--- src/rtl/rsv_mem_arbiter.sv ---
// Two-requester (fetch/data) arbiter onto a single-outstanding shared memory port.
// Data has priority; fetch wins once data has been granted STARVE_LIMIT times in a row.
module rsv_mem_arbiter #(
  parameter int unsigned STARVE_LIMIT = 4
) (
  input  logic        clk,
  input  logic        reset_n,
  input  logic        fetch_req_i,
  input  logic [31:0] fetch_addr_i,
  output logic        fetch_gnt_o,
  output logic        fetch_rvalid_o,
  output logic [31:0] fetch_rdata_o,
  input  logic        data_req_i,
  input  logic        data_we_i,
  input  logic [3:0]  data_be_i,
  input  logic [31:0] data_addr_i,
  input  logic [31:0] data_wdata_i,
  output logic        data_gnt_o,
  output logic        data_rvalid_o,
  output logic [31:0] data_rdata_o,
  output logic        mem_req_o,
  output logic        mem_we_o,
  output logic [3:0]  mem_be_o,
  output logic [31:0] mem_addr_o,
  output logic [31:0] mem_wdata_o,
  input  logic        mem_gnt_i,
  input  logic        mem_rvalid_i,
  input  logic [31:0] mem_rdata_i
);

  typedef enum logic [1:0] {IDLE, REQ, RESP} state_t;

  localparam logic [3:0] LIMIT = 4'(STARVE_LIMIT);

  state_t      state_q, state_d;
  logic        owner_q;          // 1 = fetch owns the port, 0 = data
  logic        armed_q;
  logic [3:0]  starve_q, starve_d;
  logic        lat_we;
  logic [3:0]  lat_be;
  logic [31:0] lat_addr, lat_wdata;

  logic resp, can_issue, pick_fetch, cur_fetch;

  always_comb begin
    resp        = (state_q == RESP) && mem_rvalid_i;
    can_issue   = armed_q && ((state_q == IDLE) || resp);
    pick_fetch  = fetch_req_i && (!data_req_i || (starve_q == LIMIT));
    cur_fetch   = owner_q;
    mem_req_o   = 1'b0;
    mem_we_o    = 1'b0;
    mem_be_o    = '0;
    mem_addr_o  = '0;
    mem_wdata_o = '0;

    // REQ replays the latched request so the port cannot change while stalled;
    // a fresh request is driven straight from the winner's inputs.
    if (state_q == REQ) begin
      mem_req_o   = 1'b1;
      mem_we_o    = lat_we;
      mem_be_o    = lat_be;
      mem_addr_o  = lat_addr;
      mem_wdata_o = lat_wdata;
    end else if (can_issue && (fetch_req_i || data_req_i)) begin
      mem_req_o   = 1'b1;
      cur_fetch   = pick_fetch;
      if (pick_fetch) begin
        mem_addr_o  = fetch_addr_i;
      end else begin
        mem_we_o    = data_we_i;
        mem_be_o    = data_be_i;
        mem_addr_o  = data_addr_i;
        mem_wdata_o = data_wdata_i;
      end
    end

    fetch_gnt_o    = mem_req_o && mem_gnt_i && cur_fetch;
    data_gnt_o     = mem_req_o && mem_gnt_i && !cur_fetch;
    fetch_rvalid_o = resp && owner_q;
    data_rvalid_o  = resp && !owner_q;
    fetch_rdata_o  = fetch_rvalid_o ? mem_rdata_i : '0;
    data_rdata_o   = data_rvalid_o  ? mem_rdata_i : '0;

    state_d = state_q;
    if (resp) state_d = IDLE;
    if (mem_req_o) state_d = mem_gnt_i ? RESP : REQ;

    starve_d = starve_q;
    if (!fetch_req_i || fetch_gnt_o) begin
      starve_d = '0;
    end else if (data_gnt_o && (starve_q < LIMIT)) begin
      starve_d = starve_q + 4'd1;
    end
  end

  always_ff @(posedge clk or negedge reset_n) begin
    if (!reset_n) begin
      state_q   <= IDLE;
      owner_q   <= 1'b0;
      armed_q   <= 1'b0;
      starve_q  <= '0;
      lat_we    <= 1'b0;
      lat_be    <= '0;
      lat_addr  <= '0;
      lat_wdata <= '0;
    end else begin
      state_q  <= state_d;
      armed_q  <= 1'b1;
      starve_q <= starve_d;
      if (mem_req_o) begin
        owner_q   <= cur_fetch;
        lat_we    <= mem_we_o;
        lat_be    <= mem_be_o;
        lat_addr  <= mem_addr_o;
        lat_wdata <= mem_wdata_o;
      end
    end
  end

endmodule

--- config.mk ---
export PLATFORM = sky130hd
export DESIGN_NAME = rsv_mem_arbiter
export DESIGN_NICKNAME = d
export VERILOG_FILES = /design/src/rtl/rsv_mem_arbiter.sv
export SDC_FILE = /design/constraint.sdc
export NUM_CORES = 1
export LEC_CHECK = 0
export CORE_ASPECT_RATIO = 1.75
export CORE_UTILIZATION = 34
export DETAILED_ROUTE_END_ITERATION = 8
export HOLD_SLACK_MARGIN = 0.08
export PLACE_DENSITY_LB_ADDON = 0.25
export SYNTH_ARGS = -nofsm -noshare
export SYNTH_HDL_FRONTEND = slang
export SYNTH_SLANG_ARGS = --single-unit
export TNS_END_PERCENT = 50
--- constraint.sdc ---
create_clock -name clk -period 1.6 [get_ports clk]
set_clock_uncertainty 0.05 [all_clocks]
set_input_delay 0.16 -clock clk [delete_from_list [all_inputs] [get_ports clk]]
set_output_delay 0.16 -clock clk [all_outputs]
set_load 0.02 [all_outputs]
# After elaboration in Yosys (flattened, before gate mapping)
# Index checks and enable logic that the tools add are counted.
# totals
elab_cells	57
regBits	77
output_inout_bits	138
input_bits	139
# classes
add_sub_neg	1
n_mux	23
order_cmp	1
eq_ne	3
n_reduce_logical	21
# ops
operator	n
$mux W32	8
$mux W4	5
$logic_and A1 B1 Y1	10
$mux W1	7
$mux W2	3
$add A4 B1 Y4 const B	1
$eq A4 B3 Y1 const B	1
$logic_not A1 Y1	4
$logic_or A1 B1 Y1	4
$lt A4 B3 Y1 const B	1
$reduce_bool A2 Y1	2
$eq A2 B1 Y1 const B	1
$eq A2 B2 Y1 const B	1
$logic_not A2 Y1	1

# Logic depth before layout (Yosys ltp)
# depth
ltp_word	12
ltp_mapped	8
depth_no_buf	6

# Worst setup path after synthesis
# Ideal clock, no wire load.
# synth_path
kind	register to output
startpoint	register starve_q[0]
endpoint	output port mem_addr_o[29]
arrival_time_ns	1.684
required_time_ns	1.390
path_buffers	1
setup_slack_ns	-0.294
stages_incl_launch_ff	8
cell_sequence	dfrtp_1 inv_1 ha_1 and3b_1 o21a_1 buf_6 mux2i_1 o21ai_0
# synth_between
elab_chain_len	6
# synth_rtl
item	line	rtl
start, declared	38	logic [3:0] starve_q, starve_d;
start signal, assigned	109	starve_q <= starve_d;
$eq A4 B3 Y1	48	pick_fetch = fetch_req_i && (!data_req_i || (starve_q == LIMIT));
$logic_or A1 B1 Y1	48	
$logic_and A1 B1 Y1	48	
$mux W32	67	if (pick_fetch) begin
$mux W32	64	end else if (can_issue && (fetch_req_i || data_req_i)) begin
$mux W32	58	if (state_q == REQ) begin
end, declared	24	output logic [31:0] mem_addr_o,
# No other way between the ends.

# Worst setup path after layout
# layout_path
startpoint	register starve_q[1]
endpoint	output port mem_addr_o[10]
# Same word-level chain as after synthesis.

==> reports/results.txt <==
Broken down by cell family, the worst path's largest delay share belongs to buffers and inverters. The wire length on met3 is 2100 um, and the overall die height is 155 um. In this run the mean area of a mapped cell was 9.70 um2. The routed design uses 12,900 um of met2 wire. During placement, the flow inserted port buffers numbering 276. The worst reg-to-reg path cell count came out at 11.

Across the run, the number of max-cap violations was 0. 277 I/O pins were placed. STA classifies the critical path endpoint as an output pin. The detail route stage leaves a number of antenna-violating nets equal to 0. Across the VDD grid, the largest voltage drop is 0.919 mV. Cells fill 80.8% of the core in the end. TritonCTS built the clock tree. For the total of endpoints with negative setup slack in the final report, the log shows 206. The routed via count divided by cell count is 5.48. The tools report the leakage component of the power as 0.00467 uW. The number of synthesized register bits was 77. The global-route usage over all layers is 29.0%. For this run, design rule violations remaining after detail routing come to 0. Layout net count: 1,013.

The cell at the root of the clock tree was sky130_fd_sc_hd__clkbuf_16. The final reports fail on negative setup slack. Setup repair after global routing could not meet its margin everywhere. The count of buffer and inverter cells on the critical path is 5, and the total number of H-tree levels is 3.

Summing all placed instances gives a cell area of 8200 um2. The summed area of non-filler cells in the final layout was 10,500 um2. The tools report the number of antenna violations at the first check in global routing as 1. The type of origin of the critical path was a register. The biggest cell delay along the critical path works out to 380 ps. Measured against its own limit, the worst slew margin works out to 64.2%. The detailed router finished its first iteration with 305 violations.

The cell type with the highest occurrence count on the critical path was sky130_fd_sc_hd__buf_6. Measured along the x axis, the die boundary spans 89.2 um. At the pin with the least slew margin, the transition time is 532 ps. The most used flip-flop cell after synthesis is sky130_fd_sc_hd__dfrtp_1. In the finished design, the share of the clock period the worst path needs comes to 155%. Synthesis produced a netlist whose cell count is 466.

The run gives 5,809 as the number of global-route vias before repair. The tools report the detailed placement HPWL as 12,900 um. In this run the cell area of the synthesized design comes to 4520 um2. The initial utilization of the core area, before any placement, comes to 35.0%.

For the worst-skew pair, the clock arrives at the later sink with an insertion delay of 330 ps. The peak fanout along the critical path is 5, and the placeable core region is 12,900 um2. After detailed routing, the total wire length is 24,300 um. The critical path in this run is classified as reg2out. Clock-pin slew was measured on the worst setup and hold paths at 60 ps.

The met1 routed wirelength after detailed routing came out at 7770 um. End of the worst register-to-register path: lat_addr[10]. During synthesis, Yosys emitted a total of 0 warnings. For the number of distinct library cells after synthesis, the log shows 38. At the end of routability-driven placement, the weighted congestion stood at 0.815. For this run, the register share of the synthesized area comes to 42.6%.

The number of cell rows is 55, and the CTS buffer count is 9. The minimum period implied by the final worst setup slack was 2470 ps. The critical register-to-register path startpoint was starve_q[1]. The leftover overflow at the end of global routing is 0, and the post-synthesis net count is 607.

Number of buffers on the longest clock path: 2. Following the worst setup path forward leads to its endpoint at mem_addr_o[10]. The path length in cells of the critical path was 10; the number of search-and-repair iterations in the first detailed-routing pass was 5. Walking the worst path, the cells encountered are inv_2 -> ha_4 -> and3b_2 -> o21a_4 -> buf_6 -> buf_16 -> buf_6 -> mux2i_4 -> o21ai_2 -> buf_6. The tightest min-delay check is of the in2async type. Timing would allow up to 404 MHz.

Counting flops with an async set or reset pin after synthesis yields a share of 100%. The run gives 54 as the largest net degree at the start of global routing. The logs give -872 ps for the final worst setup slack and 2260 ps for the critical path arrival. The synthesized design contains 0 enable-type register cells. The run finished, with violations left. The number of hold violations in the final report was 0; the data required time of the critical path was 1390 ps. Signal routing reaches up to met4. Post-synthesis to final-layout area growth: 131%. The cell with the largest stage delay on the worst path was sky130_fd_sc_hd__dfrtp_1. Across all register-to-register paths, the minimum setup slack is -540 ps. Summing over every cut layer, the via total after detailed routing is 5,752. In the final routed layout, each cell accounts on average for 23.2 um. The launch point of the critical path was starve_q[1]. In this run the power density over the cells is 1330 nW/um2.

The filler cells instantiated in the layout total 686. The die covers 13,800 um2. The tools report the final max-slew violation count as 0. In the final layout, the share of cells above drive strength 1 is 54.4%. The logs give 30,000 um for the first-pass GRT wire length and 77 for the total number of clock tree sinks.
==> cells in the final DEF (no fill, tap or decap), types with 2 or more instances in the layout <==
cell,instances
sky130_fd_sc_hd__buf_6,205
sky130_fd_sc_hd__clkdlybuf4s50_1,137
sky130_fd_sc_hd__dfrtp_1,77
sky130_fd_sc_hd__a22o_1,73
sky130_fd_sc_hd__o21ai_2,57
sky130_fd_sc_hd__buf_4,53
sky130_fd_sc_hd__and2_4,46
sky130_fd_sc_hd__nand2_1,36
sky130_fd_sc_hd__mux2i_4,32
sky130_fd_sc_hd__o21ai_0,30
sky130_fd_sc_hd__and2_1,19
sky130_fd_sc_hd__buf_12,17
sky130_fd_sc_hd__buf_8,13
sky130_fd_sc_hd__clkbuf_16,12
sky130_fd_sc_hd__o21ai_1,9
sky130_fd_sc_hd__buf_16,5
sky130_fd_sc_hd__buf_2,5
sky130_fd_sc_hd__nor2b_4,4
sky130_fd_sc_hd__inv_2,3
sky130_fd_sc_hd__o21a_1,3
sky130_fd_sc_hd__inv_1,2
sky130_fd_sc_hd__o21ai_4,2
sky130_fd_sc_hd__nor2_4,2
sky130_fd_sc_hd__nand3_1,2
sky130_fd_sc_hd__clkinv_2,2
sky130_fd_sc_hd__clkinv_4,2
==> how the worst min path moves through the flow <==
stage / cells after the start / slack (ps) / end
floorplan: 0 / -190 / armed_q
global placement: 1 / 80 / lat_wdata[25]
detailed placement: 1 / 80 / lat_wdata[25]
CTS: 2 / 260 / lat_wdata[25]
global route: 2 / 270 / lat_wdata[25]
finish: 2 / 250 / lat_wdata[25]
==> metrics by stage <==
| stage | hold slack, ps | instances | setup WS, ps | setup TNS (ps) | power [uW] |
|---|---|---|---|---|---|
| 3_3_place_gp | 84.6 | 958 | -852 | -116820 | 9310 |
| 6_report | 251 | 1049 | -872 | -81610 | 13900 |
| 3_5_place_dp | 82.4 | 958 | -945 | -119850 | 9480 |
| 2_1_floorplan | -186 | 466 | -193 | -7370 | 6520 |
| 4_1_cts | 260 | 1025 | -829 | -90040 | 12600 |
| 5_1_grt | 272 | 1049 | -921 | -90980 | 14500 |
==> Yosys cell counts, types with 2 or more instances <==
| cell type | count | area (um2) |
|---|---|---|
| sky130_fd_sc_hd__dfrtp_1 | 77 | 1930 |
| sky130_fd_sc_hd__a22o_1 | 74 | 648 |
| sky130_fd_sc_hd__and2_1 | 65 | 407 |
| sky130_fd_sc_hd__o21ai_1 | 64 | 320 |
| sky130_fd_sc_hd__nand2_1 | 37 | 139 |
| sky130_fd_sc_hd__o21ai_0 | 34 | 170 |
| sky130_fd_sc_hd__mux2i_1 | 33 | 330 |
| sky130_fd_sc_hd__clkbuf_1 | 22 | 82.6 |
| sky130_fd_sc_hd__buf_6 | 10 | 113 |
| sky130_fd_sc_hd__buf_2 | 8 | 40.0 |
| sky130_fd_sc_hd__inv_1 | 6 | 22.5 |
| sky130_fd_sc_hd__o21a_1 | 4 | 30.0 |
| sky130_fd_sc_hd__buf_12 | 3 | 60.1 |
| sky130_fd_sc_hd__nor2b_1 | 3 | 18.8 |
| sky130_fd_sc_hd__ha_1 | 2 | 25.0 |
| sky130_fd_sc_hd__nand3_1 | 2 | 10.0 |
==> report_power, final <==
part,leakage [uW],internal [uW],switching [uW]
logic,0.00353,4450,4120
registers,0.000996,2760,537
clock network,0.000146,1210,834
==> routing by layer <==
layer / track usage [%] / up-vias
li1: - / 2503
met1: 26.7 / 2787
met2: 55.0 / 356
met3: 7.15 / 106
met4: 16.3 / 0
met5: 0 / -
==> sequential cells by signal, summed over array words and instances (netlist names) <==
| signal | cells |
|---|---|
| lat_be | 4 |
| lat_wdata | 32 |
| starve_q | 4 |
| lat_addr | 32 |
| owner_q | 1 |
| lat_we | 1 |
| armed_q | 1 |
| state_q | 2 |
==> cell type report <==
class                      instances  area, um2  share of cell area (%)
timing repair buffer             439       4860                    46.5
multi-input combinational        339       3130                    29.9
sequential                        77       1930                    18.4
clock buffer                       9        225                    2.15
tap                              171        214                    2.05
clock inverter                     7       73.8                   0.706
inverter                           6       25.0                   0.239
antenna                            1       2.50                  0.0239
==> what timing repair did <==
item,CTS,global route
hold buffers,1,0
gates cloned,12,4
setup buffers,40,41
pin swaps,21,64
resized for setup,764,310
hold endpoints to repair,30,0
setup endpoints to repair,185,212
==> logic make-up after synthesis <==
kind of cell | synth area share (%)
other cells | 0.0829
mux | 7.55
flops | 42.6
buf+inv | 7.19
compound gates | 27.5
simple gates | 14.5
fa+ha+maj | 0.553
(Power assumes the default switching activity.)
==> patch: new RTL, same settings <==
Encoding of `state_t`: now one-hot (3 bits for 3 states).
--- a/src/rtl/rsv_mem_arbiter.sv
+++ b/src/rtl/rsv_mem_arbiter.sv
@@ -28,7 +28,7 @@
   input  logic [31:0] mem_rdata_i
 );
 
-  typedef enum logic [1:0] {IDLE, REQ, RESP} state_t;
+  typedef enum logic [2:0] {IDLE = 3'b001, REQ = 3'b010, RESP = 3'b100} state_t;
 
   localparam logic [3:0] LIMIT = 4'(STARVE_LIMIT);
 
Function: same outputs for any inputs over 10 cycles, from zero or initial values and one cycle with reset_n low; not proved beyond that.
==> patch against the unedited design <==
The flow still finishes with violations (negative setup slack); global-route usage fell by 4.4 points; utilization shrank 5.7 points; worst setup slack worse by 0.010 ns; cell count fell by 4.2%; area after synthesis decreased by 1.9%; cell area decreased by 9.7%; routed wire length down 23%; sequential cell count is 1 higher; critical path type unchanged; highest routed layer unchanged.
Power is not compared: it rests on default switching activity, and its combinational part moved more than twofold at a synthesized area within 25%.
==> patch: results <==
[placement]
dp_hpwl_um = 11900
place.gp.congestion = 0.949
numPortBuffers = 276
dp_slack_ns = -0.939
place_inst = 927

[global_routing]
antenna_found_initial = 0
grt.total_usage = 0.245
first_global_vias = 5244
grt_first_pass_wirelength_um = 25700
grt_max_degree = 34
grt-ovfl-total = 0

[synthesis]
yosys_warnings = 0
ys_top_cells_by_area = "dfrtp_1, a22o_1, a21o_1, and2_1, mux2i_1"
synth_cells = 433
ys_types = 36
yosysSeqAreaShare = 0.440
syn-num-nets = 574
synth_common_cells = "dfrtp_1, a22o_1, and2_1"
async_reset_ff_frac = 1.00

[setup_path]
worstPathMaxFanout = 33
cp.arrival_ns = 2.27

[detailed_routing]
finalWirelength_um = 18600
wl_per_cell_um = 18.5
drt_first_pass_iters = 4
drtIter0Drc = 213
vias = 5095

[timing]
finalSetupViolations = 214
finalWorstSetupSlack_ns = -0.883

[clock_network]
cts_root_buf = "clkbuf_16"
clk_pin_slew_ns = 0.06
clkLatencyLatePin_ns = 0.33
cts_max_level = 3
clk_path_buf_depth = 2
cts-buffers-inserted = 9

[outcome]
status = "finished with violations"
violations = "negative setup slack"

[job]
cap_viol_max_count = 0

[layout]
antenna_cells = 0
drive_gt1_frac = 0.489
final_nets = 974
reg_top3 = "lat_addr x32, lat_wdata x32"

[power_and_ir_drop]
ir_drop_uv = 588
power_leakage_nw = 5.27

[min_path]
worst_hold_path_type = "in2async"
==> patch: cell count changes in the layout (fill, tap and decap cells not counted), sizes merged, moves of 3 or more <==
cell	before	now
o21ai	98	2
a21o	0	64
nor2	2	43
buf	298	266
nand2	37	6
clkbuf	12	32
o21a	4	0
inv	7	4
==> patch: layout make-up <==
class	instances	area, um^2
timing repair buffer	427	4060
fill	809	3130
multi-input combinational	313	2910
sequential	78	1950
clock buffer	11	243
tap	168	210
clock inverter	4	47.5
inverter	4	15.0
==> patch: routing by layer <==
layer	vias to the layer above	share of wire	global-route usage
met4	0	0.031	0.0776
met1	2495	0.36	0.263
met2	194	0.55	0.458
met5	-	0	0
met3	37	0.060	0.0562
li1	2369	-	-
==> patch: kinds of logic after synthesis <==
| family | synth area share |
|---|---|
| flops | 0.440 |
| buf+inv | 0.0465 |
| xor+xnor | 0.00197 |
| fa+ha+maj | 0.00564 |
| simple gates | 0.152 |
| mux | 0.0745 |
| other cells | 0.000845 |
| compound gates | 0.278 |
==> patch: power by group <==
group / internal [mW] / switching (mW) / total [mW]
sequential: 1.97 / 0.000377 / 1.98
combinational: 0.414 / 0.227 / 0.641
clock: 1.24 / 0.752 / 1.99
==> patch: per-stage QoR <==
stage	area, um^2	setup TNS, ns	utilization	hold slack, ns
2_1_floorplan	4820	-26.20	-	-0.186
3_3_place_gp	8370	-120.17	0.666	0.0321
3_5_place_dp	8370	-129.64	0.666	0.0328
4_1_cts	9000	-109.64	0.716	0.229
5_1_grt	9440	-124.06	0.751	0.248
6_report	9440	-112.52	0.751	0.224
==> patch: worst max-delay path, stage by stage (launching register included) <==
cell	delay, ns
dfstp_2	0.57
and3b_2	0.24
o211ai_4	0.21
buf_6	0.14
nor2_4	0.05
buf_12	0.17
a22o_4	0.22
dlygate4sd2_1	0.32
==> patch: worst paths after layout <==
path                               from        endpoint  slack (ns)  depth (start not counted)
setup / recovery             state_q[0]  mem_wdata_o[5]       -0.88                          7
hold / removal                  reset_n    lat_addr[12]        0.22                          2
setup reg to reg             state_q[2]     starve_q[3]       -0.49                          9
hold reg to reg            lat_addr[14]    lat_addr[14]        0.43                          1
max in group asynchronous       reset_n      state_q[0]        0.70                          3
min in group clk           lat_addr[14]    lat_addr[14]        0.43                          1
==> patch: timing repair <==
item                                    CTS  global route
gates resized for setup                 493           300
endpoints found under the hold margin    77             0
cloned                                    7             1
endpoints found under the setup margin  213           214
hold buffers                              1             0
pin swaps                                 8            19
setup buffers                            29            29
